[src/rtl/issue_arbiter.sv]
// issue_arbiter: round-robin arbiter that funnels PORTS issue buffers into one
// registered output stage feeding a shared functional unit.
// The winning instruction is captured together with its source port index.
// Build option ISSUE_ARB_FIXED_PRIO_EN: when defined, round-robin is replaced
// by fixed lowest-index priority, and the round-robin pointer is not built.
module issue_arbiter #(
    parameter int DATA_WIDTH = 47,
    parameter int PORTS      = 3,
    parameter int SRC_W      = $clog2(PORTS)
) (
    input  logic                        clk,
    input  logic                        rst,
    input  logic                        flush,
    input  logic [PORTS*DATA_WIDTH-1:0] req_data,
    input  logic [PORTS-1:0]            req_valid,
    output logic [PORTS-1:0]            req_ready,
    output logic [DATA_WIDTH-1:0]       dout,
    output logic [SRC_W-1:0]            dout_src,
    output logic                        dout_valid,
    input  logic                        dout_ready
);

    localparam int               SUM_W     = SRC_W + 1;
    localparam logic [SUM_W-1:0] PORTS_EXT = SUM_W'(PORTS);

    logic                  accept_s;
    logic                  found_s;
    logic                  hit_s;
    logic [SRC_W-1:0]      winner_s;
    logic [DATA_WIDTH-1:0] sel_data_s;
    logic [DATA_WIDTH-1:0] dout_r;
    logic [SRC_W-1:0]      dout_src_r;
    logic                  dout_valid_r;

    // The output stage can take a new instruction when empty or draining,
    // unless a flush is in progress.
    assign accept_s = (!dout_valid_r || dout_ready) && !flush;
    assign hit_s    = accept_s && found_s;

`ifdef ISSUE_ARB_FIXED_PRIO_EN
    // Fixed priority: scan from the top so the lowest valid index wins last.
    always_comb begin
        found_s  = 1'b0;
        winner_s = '0;
        for (int k = PORTS - 1; k >= 0; k--) begin
            winner_s = req_valid[k] ? SRC_W'(k) : winner_s;
            found_s  = found_s | req_valid[k];
        end
    end
`else
    logic [SRC_W-1:0] last_r;
    logic [SUM_W-1:0] idx_s;

    // Round-robin: search last+1 .. last+PORTS (mod PORTS); scanning the
    // offsets downward lets the nearest valid port overwrite farther ones.
    always_comb begin
        found_s  = 1'b0;
        winner_s = '0;
        idx_s    = '0;
        for (int k = PORTS; k >= 1; k--) begin
            idx_s    = {1'b0, last_r} + SUM_W'(k);
            idx_s    = (idx_s >= PORTS_EXT) ? (idx_s - PORTS_EXT) : idx_s;
            winner_s = req_valid[idx_s[SRC_W-1:0]] ? idx_s[SRC_W-1:0] : winner_s;
            found_s  = found_s | req_valid[idx_s[SRC_W-1:0]];
        end
    end

    // Pointer remembers the most recent grant; reset makes port 0 next.
    always_ff @(posedge clk or posedge rst) begin
        if (rst) begin
            last_r <= SRC_W'(PORTS - 1);
        end else if (hit_s) begin
            last_r <= winner_s;
        end else begin
            last_r <= last_r;
        end
    end
`endif

    // Data mux selecting the winning port's instruction word.
    always_comb begin
        sel_data_s = '0;
        for (int i = 0; i < PORTS; i++) begin
            sel_data_s = (winner_s == SRC_W'(i)) ? req_data[i*DATA_WIDTH +: DATA_WIDTH]
                                                 : sel_data_s;
        end
    end

    // One-hot accept back to the issue buffers; all-zero when nothing is taken.
    always_comb begin
        req_ready = '0;
        for (int i = 0; i < PORTS; i++) begin
            req_ready[i] = hit_s && (winner_s == SRC_W'(i));
        end
    end

    // Output stage: flush drops the held instruction, a grant loads a new one,
    // a drain without refill clears valid while data and tag stay put.
    always_ff @(posedge clk or posedge rst) begin
        if (rst) begin
            dout_r       <= '0;
            dout_src_r   <= '0;
            dout_valid_r <= 1'b0;
        end else if (flush) begin
            dout_valid_r <= 1'b0;
        end else if (hit_s) begin
            dout_r       <= sel_data_s;
            dout_src_r   <= winner_s;
            dout_valid_r <= 1'b1;
        end else if (dout_ready) begin
            dout_valid_r <= 1'b0;
        end else begin
            dout_valid_r <= dout_valid_r;
        end
    end

    assign dout       = dout_r;
    assign dout_src   = dout_src_r;
    assign dout_valid = dout_valid_r;

endmodule

[config.mk]
export PLATFORM = sky130hd
export DESIGN_NAME = issue_arbiter
export DESIGN_NICKNAME = d
export VERILOG_FILES = /design/src/rtl/issue_arbiter.sv
export SDC_FILE = /design/constraint.sdc
export NUM_CORES = 1
export LEC_CHECK = 0
export BUFFER_PORTS_ARGS = -buffer_cell sky130_fd_sc_hd__buf_4
export CORE_MARGIN = 5
export CORE_UTILIZATION = 46
export CTS_CLUSTER_SIZE = 8
export DETAILED_ROUTE_END_ITERATION = 10
export GPL_TIMING_DRIVEN = 0
export HOLD_SLACK_MARGIN = 0.03
export PLACE_DENSITY = 0.86
export REMOVE_ABC_BUFFERS = 1
export SETUP_SLACK_MARGIN = 0.4
export SYNTH_ARGS = -nofsm -noshare
export SYNTH_HDL_FRONTEND = slang
export SYNTH_SLANG_ARGS = --single-unit
export TNS_END_PERCENT = 5
[constraint.sdc]
create_clock -name clk -period 3.3 [get_ports clk]
set_input_delay 0.165 -clock clk [delete_from_list [all_inputs] [get_ports clk]]
set_output_delay 0.165 -clock clk [all_outputs]
set_load 0.005 [all_outputs]
==> run_results.csv, run 1 <==
group,metric,value,unit
critical_path,cp_max_fo,9,
sta,hold_viol,0,
critical_path,cpLargestDelayFamily,"compound AO/OA/AOI/OAI gates",
critical_path,worstSetupStartpoint,"last_r[1]",
global_routing,grt_max_degree,50,
critical_path,crit_path_start_kind,"flop",
global_routing,antenna_found_initial,0,
floorplanning,dieHeight,93.04,um
synth,ys_ff_latch,52,
global_routing,grt.total_usage,24.73,%
critical_path,timing.rr.start,"last_r[1]",
final_layout,layout-drive-gt1-share,42.75,%
global_routing,grt_overflow,0,
clock_tree,cts_tree,"yes",
clock_tree,cts_num_sinks,52,
synth,synthesis.instances,363,
clock_tree,clk_path_buf_depth,2,
synth,yosysUniqueCellTypes,33,
sta,slew_headroom,57.56,%
final_layout,syn_to_final_growth,59.88,%
drt,ant_nets,0,
sta,rsz0062_at_grt,"no",
clock_tree,clk_latency,300,ps
sta,worst_slack,521.8,ps
placed_design,io_buffer_count,200,
placed_design,placed_area,0.004885,mm2
drt,drc,0,
clock_tree,cts_root_buf,"clkbuf_8",
drt,routedWlPerCell,18.16,um
sta,period_share,84.19,%
min_path,min-delay-start,"dout_ready",
floorplanning,fp.dieW,93.04,um
floorplanning,coreArea,0.006756,mm2
sta,fin_worst_skew,13.08,ps
synth,avgSynthCellArea,8.738,um2
min_path,hold_depth,3,
outcome,status,"completed",
clock_tree,clk_pin_slew,100,ps
power_and_ir_drop,powerDensity,893.4,mW/mm2
floorplanning,die_area,0.008656,mm2
sta,worst_pin_slew,636.5,ps
drt,num_vias,3535,
clock_tree,cts_buffers,5,
drt,wl_met3,853,um
critical_path,cp.required,3130,ps
power_and_ir_drop,vdd_drop_max,0.0005650,V
final_layout,nets,702,
synth,synth_largest_area_cell,"dfrtp_1",
min_path,holdPathEnd,"dout_valid",
drt,met1Wirelength,4.470,mm
power_and_ir_drop,leakage,2.431,nW
synth,syn_area,0.003172,mm2
global_routing,grt_pass1_wl,17.16,mm
sta,holdWs,146.6,ps
critical_path,path_depth,9,
flow_run,cap_violations,0,
critical_path,reg2reg_depth,9,
critical_path,worstPathArrival,2610,ps
critical_path,worst_path_largest_cell_delay,540,ps
drt,detail_route.iter0.violations,150,
sta,fmax,360.0,MHz
critical_path,worstReg2RegEnd,"dout[44]",
critical_path,crit_path_top_delay_cell,"dfstp_2",
synth,ys_warn_count,0,
synth,synth_top_area_share,40.24,%
placed_design,dpl.hpwl,8.327,mm
sta,final_max_slew_viol_count,0,
drt,top_layer,"met4",
floorplanning,rows,30,
critical_path,path_class,"flop to primary output",
drt,routed_via_density,5.593,
critical_path,path_buf_inv,4,
clock_tree,h-tree-depth,2,
sta,setup_viol,0,
placed_design,place_congestion,0.7601,
floorplanning,boundaryPins,201,
drt,met2WireLength,5.908,mm
synth,seq_area_frac_synth,41.07,%
drt,drt-total-wl,11.47,mm
synth,synthTopCellsByArea,"dfrtp_1 40%, o31ai_1 11%, a211oi_1 11%",
global_routing,grt_pass1_vias,3598,
critical_path,crit_path_cell_trace,"inv_1 -> ha_1 -> or2_0 -> o221a_1 -> o311ai_4 -> clkbuf_16 -> buf_4 -> nor2_1 -> buf_4",
drt,drt_first_pass_iters,4,
sta,period_needed,2778,ps
critical_path,r2r_slack,650,ps
min_path,hp-class,"input port to flop",
critical_path,cpMostUsedCell,"buf_4",
critical_path,crit_path_end_kind,"primary output",
final_layout,diodes,0,
placed_design,dp_slack,224.8,ps
floorplanning,initial_utilization,46.94,%
final_layout,design_area,0.005071,mm2
==> worst max path at each step <==
stage          slack (ps)           end
3_5_place_dp          220      dout[10]
2_1_floorplan       -1930   dout_src[0]
4_1_cts               410  req_ready[0]
6_report              520  req_ready[2]
3_3_place_gp        -3440  req_ready[1]
5_1_grt               400  req_ready[0]
==> worst register-to-register path, delay by kind of cell (launching register included) <==
kind | cells | cell delay (ps)
compound gates | 3 | 750
fa+ha+maj | 1 | 440
buf+inv | 3 | 540
flops | 1 | 540
simple gates | 2 | 270
==> final cells by class <==
type	count	area [um2]
well taps	80	100.1
fillers	513	1685
clock buffers	7	76.32
repair buffers	217	1815
clock inverters	1	5.005
multi-input cells	271	1755
inverters	4	15.01
flip-flops and latches	52	1304
==> cells in the mapped netlist, drive strengths merged <==
cell type  count
and4bb         1
a211oi        46
dfstp          1
buf           27
a21boi         1
a21bo          1
inv            4
nor2b          1
a221oi         1
nor2          50
nand2         48
o221a          1
o211a          1
o21ai          2
a32o           1
a21oi          4
o31ai         47
clkbuf        10
a21o           2
o21a          46
a32oi          1
dfrtp         51
nand2b         5
nand4          1
a22o           1
or2            2
ha             3
nor3           2
o21bai         1
o311ai         1
==> registers in the layout (all words and copies together) (netlist names) <==
register,cells
dout_valid,1
dout_src,2
last_r,2
dout,47
==> what timing repair did <==
item	CTS	global route
endpoints found under the hold margin	22	0
gates resized for setup	3	5
setup buffers	2	2
cloned	0	2
hold buffers	2	0
setup endpoints to repair	31	4
pin swaps	2	1
==> power by group <==
part	total (mW)	internal, mW	leakage [nW]	switching (mW)
sequential	1.13	0.959	0.642	0.168
combinational	3.04	1.46	1.75	1.58
clock	0.363	0.150	0.0422	0.213
total	4.53	2.57	2.43	1.96
==> layout by cell type, fill, tap and decap left out, drive strengths merged, types with 2 or more instances in the layout <==
master	count
clkbuf	8
nor2	50
dfrtp	51
buf	214
a21oi	4
o21ai	2
dlygate4sd3	2
a211oi	46
ha	3
nor3	2
a21o	2
nand2	48
or2	2
o21a	46
nand2b	5
a21bo	2
inv	4
o31ai	47
==> metrics by stage <==
step | total power [mW] | cells | util [%] | TNS, ps
global route | 4.846 | 632 | 75.06 | 0
floorplan | 2.610 | 326 | - | -87320
global placement | 3.637 | 606 | 67.94 | -162520
detailed placement | 4.079 | 616 | 72.30 | 0
finish | 4.530 | 632 | 75.06 | 0
CTS | 4.489 | 628 | 74.30 | 0
==> per-layer routing <==
layer	up-vias	track usage, %
met5	-	0
met4	0	8.059
met3	20	6.758
met2	146	44.33
met1	1667	28.43
li1	1702	-
==> cell families (layout without fill, tap and decap cells) <==
logic type               after synthesis  in the layout  share of synthesized area (%)
buffers and inverters                 41            229                          6.233
AO/OA/AOI/OAI                        157            158                          37.44
AND/OR/NAND/NOR                      110            110                          14.08
flip-flops                            52             52                          41.07
adder cells (fa/ha/maj)                3              3                          1.184
Note: power is estimated with default switching activity, not from simulation.
==> inputs of run 2 (changes only) <==
- CORE_UTILIZATION: 46 -> 39
- PLACE_DENSITY: 0.86 -> 0.77
- clock period: 3.3 -> 2.3 ns (I/O delays scaled with it)
==> run_results.csv, run 2 (same netlist as run 1, synthesis figures left out) <==
group,metric,value,unit
outcome,status,"finished, violations left",
outcome,violations,"negative setup slack",
power_and_ir_drop,power,7.747,mW
min_path,holdPathEnd,"dout_valid",
drt,routed_via_density,5.656,
critical_path,worstPathArrival,2700,ps
sta,worst_slack,-194.5,ps
sta,rsz0062_at_grt,"yes",
drt,drc,0,
global_routing,grt.total_usage,25.72,%
power_and_ir_drop,power.share.clock,7.0,%
placed_design,dpl.hpwl,8.157,mm
floorplanning,rows,32,
power_and_ir_drop,powerDensity,1362,mW/mm2
sta,finalSetupTns,-5830,ps
placed_design,io_buffer_count,200,
floorplanning,dieHeight,100.2,um
floorplanning,coreArea,0.007807,mm2
global_routing,grt_pass1_wl,20.41,mm
critical_path,cp.required,2500,ps
global_routing,grt_pass1_vias,3935,
placed_design,place_congestion,0.7440,
final_layout,largest_register_ffs,47,
floorplanning,boundaryPins,201,
sta,fin_worst_skew,8.607,ps
placed_design,placed_area,0.004841,mm2
critical_path,timing.rr.start,"last_r[1]",
clock_tree,cts_num_sinks,52,
sta,period_share,108.5,%
clock_tree,clk_latency,300,ps
global_routing,grt_overflow,0,
final_layout,layout_commonest_cell,"buf_4",
drt,drt_first_pass_iters,4,
floorplanning,initial_utilization,40.63,%
floorplanning,die_area,0.01004,mm2
final_layout,diodes,0,
sta,setup_viol,54,
sta,slew_headroom,44.18,%
floorplanning,fp.dieW,100.2,um
clock_tree,clk_pin_slew,100,ps
power_and_ir_drop,p_int,4.395,mW
final_layout,nets,740,
critical_path,worstReg2RegEnd,"dout[38]",
sta,final_max_slew_viol_count,0,
power_and_ir_drop,seqPwrFrac,21.0,%
critical_path,crit_path_start_kind,"flop",
final_layout,layout-drive-gt1-share,52.71,%
drt,num_vias,3914,
global_routing,grt_max_degree,39,
global_routing,antenna_found_initial,0,
sta,holdWs,97.18,ps
clock_tree,cts_buffers,5,
power_and_ir_drop,switching_share,43.26,%
sta,worst_pin_slew,837.3,ps
clock_tree,cts_tree,"yes",
clock_tree,clk_path_buf_depth,2,
critical_path,r2r_slack,-190,ps
final_layout,final_cell_mix,"229 x buf_4, 50 x dfrtp_1, 48 x nor2_1, 47 x nand2_1, 46 x o21a_1",
sta,fmax,400.9,MHz
final_layout,syn_to_final_growth,79.29,%
final_layout,stdcell_count,692,
final_layout,design_area,0.005687,mm2
clock_tree,h-tree-depth,2,
drt,ant_nets,0,
critical_path,cp_max_fo,13,
critical_path,crit_path_end_kind,"flop",
sta,period_needed,2495,ps
clock_tree,cts_root_buf,"clkbuf_8",
power_and_ir_drop,netSwitchingPower,3.352,mW
power_and_ir_drop,leakage,2.686,nW
power_and_ir_drop,vdd_drop_max,0.0006554,V
flow_run,cap_violations,0,
min_path,min-delay-start,"dout_ready",
min_path,hp-class,"input port to flop",
drt,drt-total-wl,13.55,mm
placed_design,dp_cells,637,
critical_path,reg2reg_depth,11,
power_and_ir_drop,comb_power_share,72.0,%
drt,detail_route.iter0.violations,128,
min_path,hold_depth,3,
critical_path,path_class,"flop to flop",
drt,routedWlPerCell,19.58,um
sta,hold_viol,0,
==> run 2: final cells by class <==
type                    count  area (um2)
clock buffers               8       90.09
fillers                   572        2121
inverters                   4       17.52
multi-input cells         275        2018
flip-flops and latches     52        1304
well taps                 102       127.6
repair buffers            251        2130
==> run 2: worst max-delay path by stage <==
| stage | startpoint | end | slack, ps |
|---|---|---|---|
| after floorplan | last_r[1] | dout_src[0] | -2930 |
| after global placement | last_r[1] | req_ready[1] | -4410 |
| after detailed placement | last_r[0] | dout[31] | -690 |
| after CTS | last_r[1] | req_ready[1] | -180 |
| after global routing | last_r[1] | dout[38] | -280 |
| final | last_r[1] | dout[38] | -190 |
==> run 2: critical path, cell delays in order, from the launching register on <==
cell	delay, ps
dfstp_2	570
inv_4	60
ha_4	170
buf_4	130
a21boi_2	170
o221a_1	290
o311ai_4	120
buf_6	170
buf_8	110
buf_4	170
clkbuf_16	180
o31ai_1	260
==> run 2: routing by layer <==
metal	track usage, %	vias up	part of all wire (%)
met2	45.16	205	52
met1	30.09	1880	37
met3	7.575	36	8.8
li1	-	1793	-
met4	8.083	0	2.5
met5	0	-	0
==> run 2: timing repair <==
action | 4_1_cts | 5_1_grt
cloned | 7 | 1
pin swaps | 15 | 8
endpoints found under the setup margin | 54 | 55
gates resized for setup | 39 | 28
endpoints found under the hold margin | 15 | 0
setup buffers | 29 | 8
hold buffers | 2 | 0
==> run 2: metrics by stage <==
step,setup slack (ps),utilization [%]
2_1_floorplan,-2929,-
3_3_place_gp,-4412,59.15
3_5_place_dp,-689.0,62.00
4_1_cts,-181.9,70.10
5_1_grt,-277.8,72.84
6_report,-194.5,72.84
==> run 2: power by group through the flow <==
stage	registers, mW	logic (mW)	clock network (mW)
2_1_floorplan	1.65	2.09	0
3_3_place_gp	1.62	3.54	0
3_5_place_dp	1.63	4.05	0
4_1_cts	1.62	5.12	0.557
5_1_grt	1.68	5.97	0.596
6_report	1.63	5.58	0.544
==> inputs of run 3 (changes only) <==
- REMOVE_ABC_BUFFERS: 1 -> not set
==> run_results.csv, run 3 (same netlist as run 1, synthesis figures left out) <==
group,metric,value,unit
global_routing,grt_overflow,0,
power_and_ir_drop,p_int,3.906,mW
final_layout,layout_commonest_cell,"buf_4",
sta,holdWs,79.11,ps
placed_design,io_buffer_count,200,
global_routing,grt_max_degree,28,
sta,worst_slack,-148.2,ps
final_layout,nFillCells,647,
placed_design,dpl.hpwl,9.359,mm
critical_path,worst_path_largest_cell_delay,570,ps
power_and_ir_drop,switching_share,43.51,%
critical_path,crit_path_top_delay_cell,"dfstp_2",
sta,hold_viol,0,
sta,period_needed,2448,ps
sta,worst_pin_slew,583.7,ps
power_and_ir_drop,leakage,2.558,nW
global_routing,grt_pass1_vias,3793,
power_and_ir_drop,vdd_drop_max,0.0005945,V
power_and_ir_drop,comb_power_share,68.4,%
sta,fmax,408.5,MHz
drt,detail_route.iter0.violations,108,
floorplanning,die_area,0.01004,mm2
critical_path,path_buf_inv,4,
drt,top_layer,"met4",
clock_tree,clk_latency,300,ps
power_and_ir_drop,powerDensity,1289,mW/mm2
clock_tree,cts_buffers,5,
outcome,status,"finished, violations left",
power_and_ir_drop,power.share.clock,7.9,%
placed_design,dp_cells,666,
final_layout,nets,737,
critical_path,path_depth,9,
power_and_ir_drop,netSwitchingPower,3.009,mW
drt,met1Wirelength,4.969,mm
final_layout,multi_input_area,0.001861,mm2
outcome,violations,"negative setup slack",
drt,wl_met3,1.162,mm
final_layout,largest_register_ffs,47,
floorplanning,coreArea,0.007807,mm2
floorplanning,initial_utilization,40.63,%
final_layout,utilization,68.70,%
clock_tree,cts_tree,"yes",
drt,ant_nets,0,
sta,slew_headroom,61.03,%
drt,drt_first_pass_iters,4,
critical_path,cp_max_fo,4,
drt,routedWlPerCell,18.22,um
sta,final_max_slew_viol_count,0,
placed_design,place_congestion,0.9236,
critical_path,path_class,"flop to primary output",
critical_path,cp.required,2180,ps
floorplanning,dieHeight,100.2,um
sta,setup_viol,40,
final_layout,stdcell_count,689,
final_layout,ff_latch_area,0.001304,mm2
global_routing,antenna_found_initial,0,
final_layout,final_cell_mix,"220 x buf_4, 50 x dfrtp_1, 48 x nor2_1, 48 x nand2_1, 47 x o31ai_1",
global_routing,grt.total_usage,24.24,%
min_path,hold_depth,3,
sta,fin_worst_skew,8.575,ps
critical_path,cpLargestDelayFamily,"compound AO/OA/AOI/OAI gates",
global_routing,grt_pass1_wl,19.35,mm
flow_run,cap_violations,0,
drt,drt-total-wl,12.56,mm
critical_path,crit_path_cell_trace,"inv_4 -> ha_4 -> or2_1 -> o221a_1 -> o311ai_4 -> buf_6 -> buf_8 -> nor3_4 -> buf_4",
critical_path,crit_path_end_kind,"primary output",
critical_path,worstPathArrival,2330,ps
min_path,hp-class,"input port to flop",
clock_tree,clk_path_buf_depth,2,
final_layout,diodes,0,
final_layout,layout-drive-gt1-share,49.74,%
placed_design,placed_area,0.004976,mm2
floorplanning,rows,32,
clock_tree,cts_root_buf,"clkbuf_8",
drt,drc,0,
clock_tree,h-tree-depth,2,
drt,routed_via_density,5.335,
drt,met2WireLength,6.206,mm
final_layout,design_area,0.005364,mm2
power_and_ir_drop,seqPwrFrac,23.7,%
clock_tree,clk_pin_slew,100,ps
sta,period_share,106.4,%
floorplanning,fp.dieW,100.2,um
drt,num_vias,3676,
floorplanning,boundaryPins,201,
synth,synth.net_count,514,
sta,rsz0062_at_grt,"yes",
clock_tree,cts_num_sinks,52,
critical_path,crit_path_start_kind,"flop",
critical_path,reg2reg_depth,10,
final_layout,syn_to_final_growth,69.11,%
==> run 3: cell types whose count changed in the layout (fill, tap and decap cells not counted), moves of 3 or more <==
cell,delta
buf_4,-9
buf_16,-4
buf_6,+6
clkbuf_4,+3
buf_8,+3
a211oi_2,+12
clkbuf_2,+7
buf_12,-6
a211oi_1,-12
o31ai_1,+23
o31ai_2,-23
==> run 3: cell type report <==
cell class,instances,area share [%]
multi-input combinational,270,34.69
tap,102,2.379
timing repair buffer,216,30.58
inverter,4,0.3732
buffer,37,5.995
sequential,52,24.31
clock buffer,8,1.679
==> run 3: power groups by stage <==
stage | clock network, mW | logic [mW] | registers, mW
finish | 0.547 | 4.73 | 1.64
global route | 0.600 | 5.15 | 1.69
CTS | 0.557 | 4.63 | 1.63
detailed placement | 0 | 4.21 | 1.64
global placement | 0 | 4.12 | 1.62
floorplan | 0 | 2.56 | 1.65
==> run 3: per-stage QoR <==
step / setup TNS [ps] / power (mW) / worst slack, ps
floorplan: 0 / 4.206 / 231.4
global placement: -474.7 / 5.742 / -77.17
detailed placement: -1414 / 5.859 / -127.2
CTS: -1108 / 6.820 / -147.6
global route: -5928 / 7.442 / -235.1
finish: -1574 / 6.915 / -148.2
==> run 3: tightest hold or removal path, delay by kind of cell <==
family | cells | cell delay, ps
simple gates | 1 | 100
buf+inv | 1 | 80
compound gates | 1 | 70
==> run 3: timing repair <==
| action | CTS | global route |
|---|---|---|
| pin swaps | 7 | 2 |
| hold buffers | 2 | 0 |
| hold endpoints to repair | 25 | 0 |
| setup endpoints to repair | 54 | 54 |
| gates cloned | 1 | 0 |
| buffers inserted | 12 | 0 |
| resized for setup | 32 | 18 |
==> run 3: worst paths after layout <==
| check | start | slack, ps | to |
|---|---|---|---|
| max | last_r[1] | -150 | req_ready[0] |
| max reg2reg | last_r[1] | -90 | dout[39] |
| max in group asynchronous | rst | 1310 | dout[42] |
| min in group asynchronous | rst | 450 | dout[43] |
| min reg2reg | dout[15] | 480 | dout[15] |
| min | dout_ready | 80 | dout_valid |
==> run 3: routing by layer <==
layer / global-route usage, % / vias to the layer above
li1: - / 1784
met1: 29.07 / 1717
met2: 41.64 / 157
met3: 7.783 / 18
met4: 6.839 / 0
met5: 0 / -
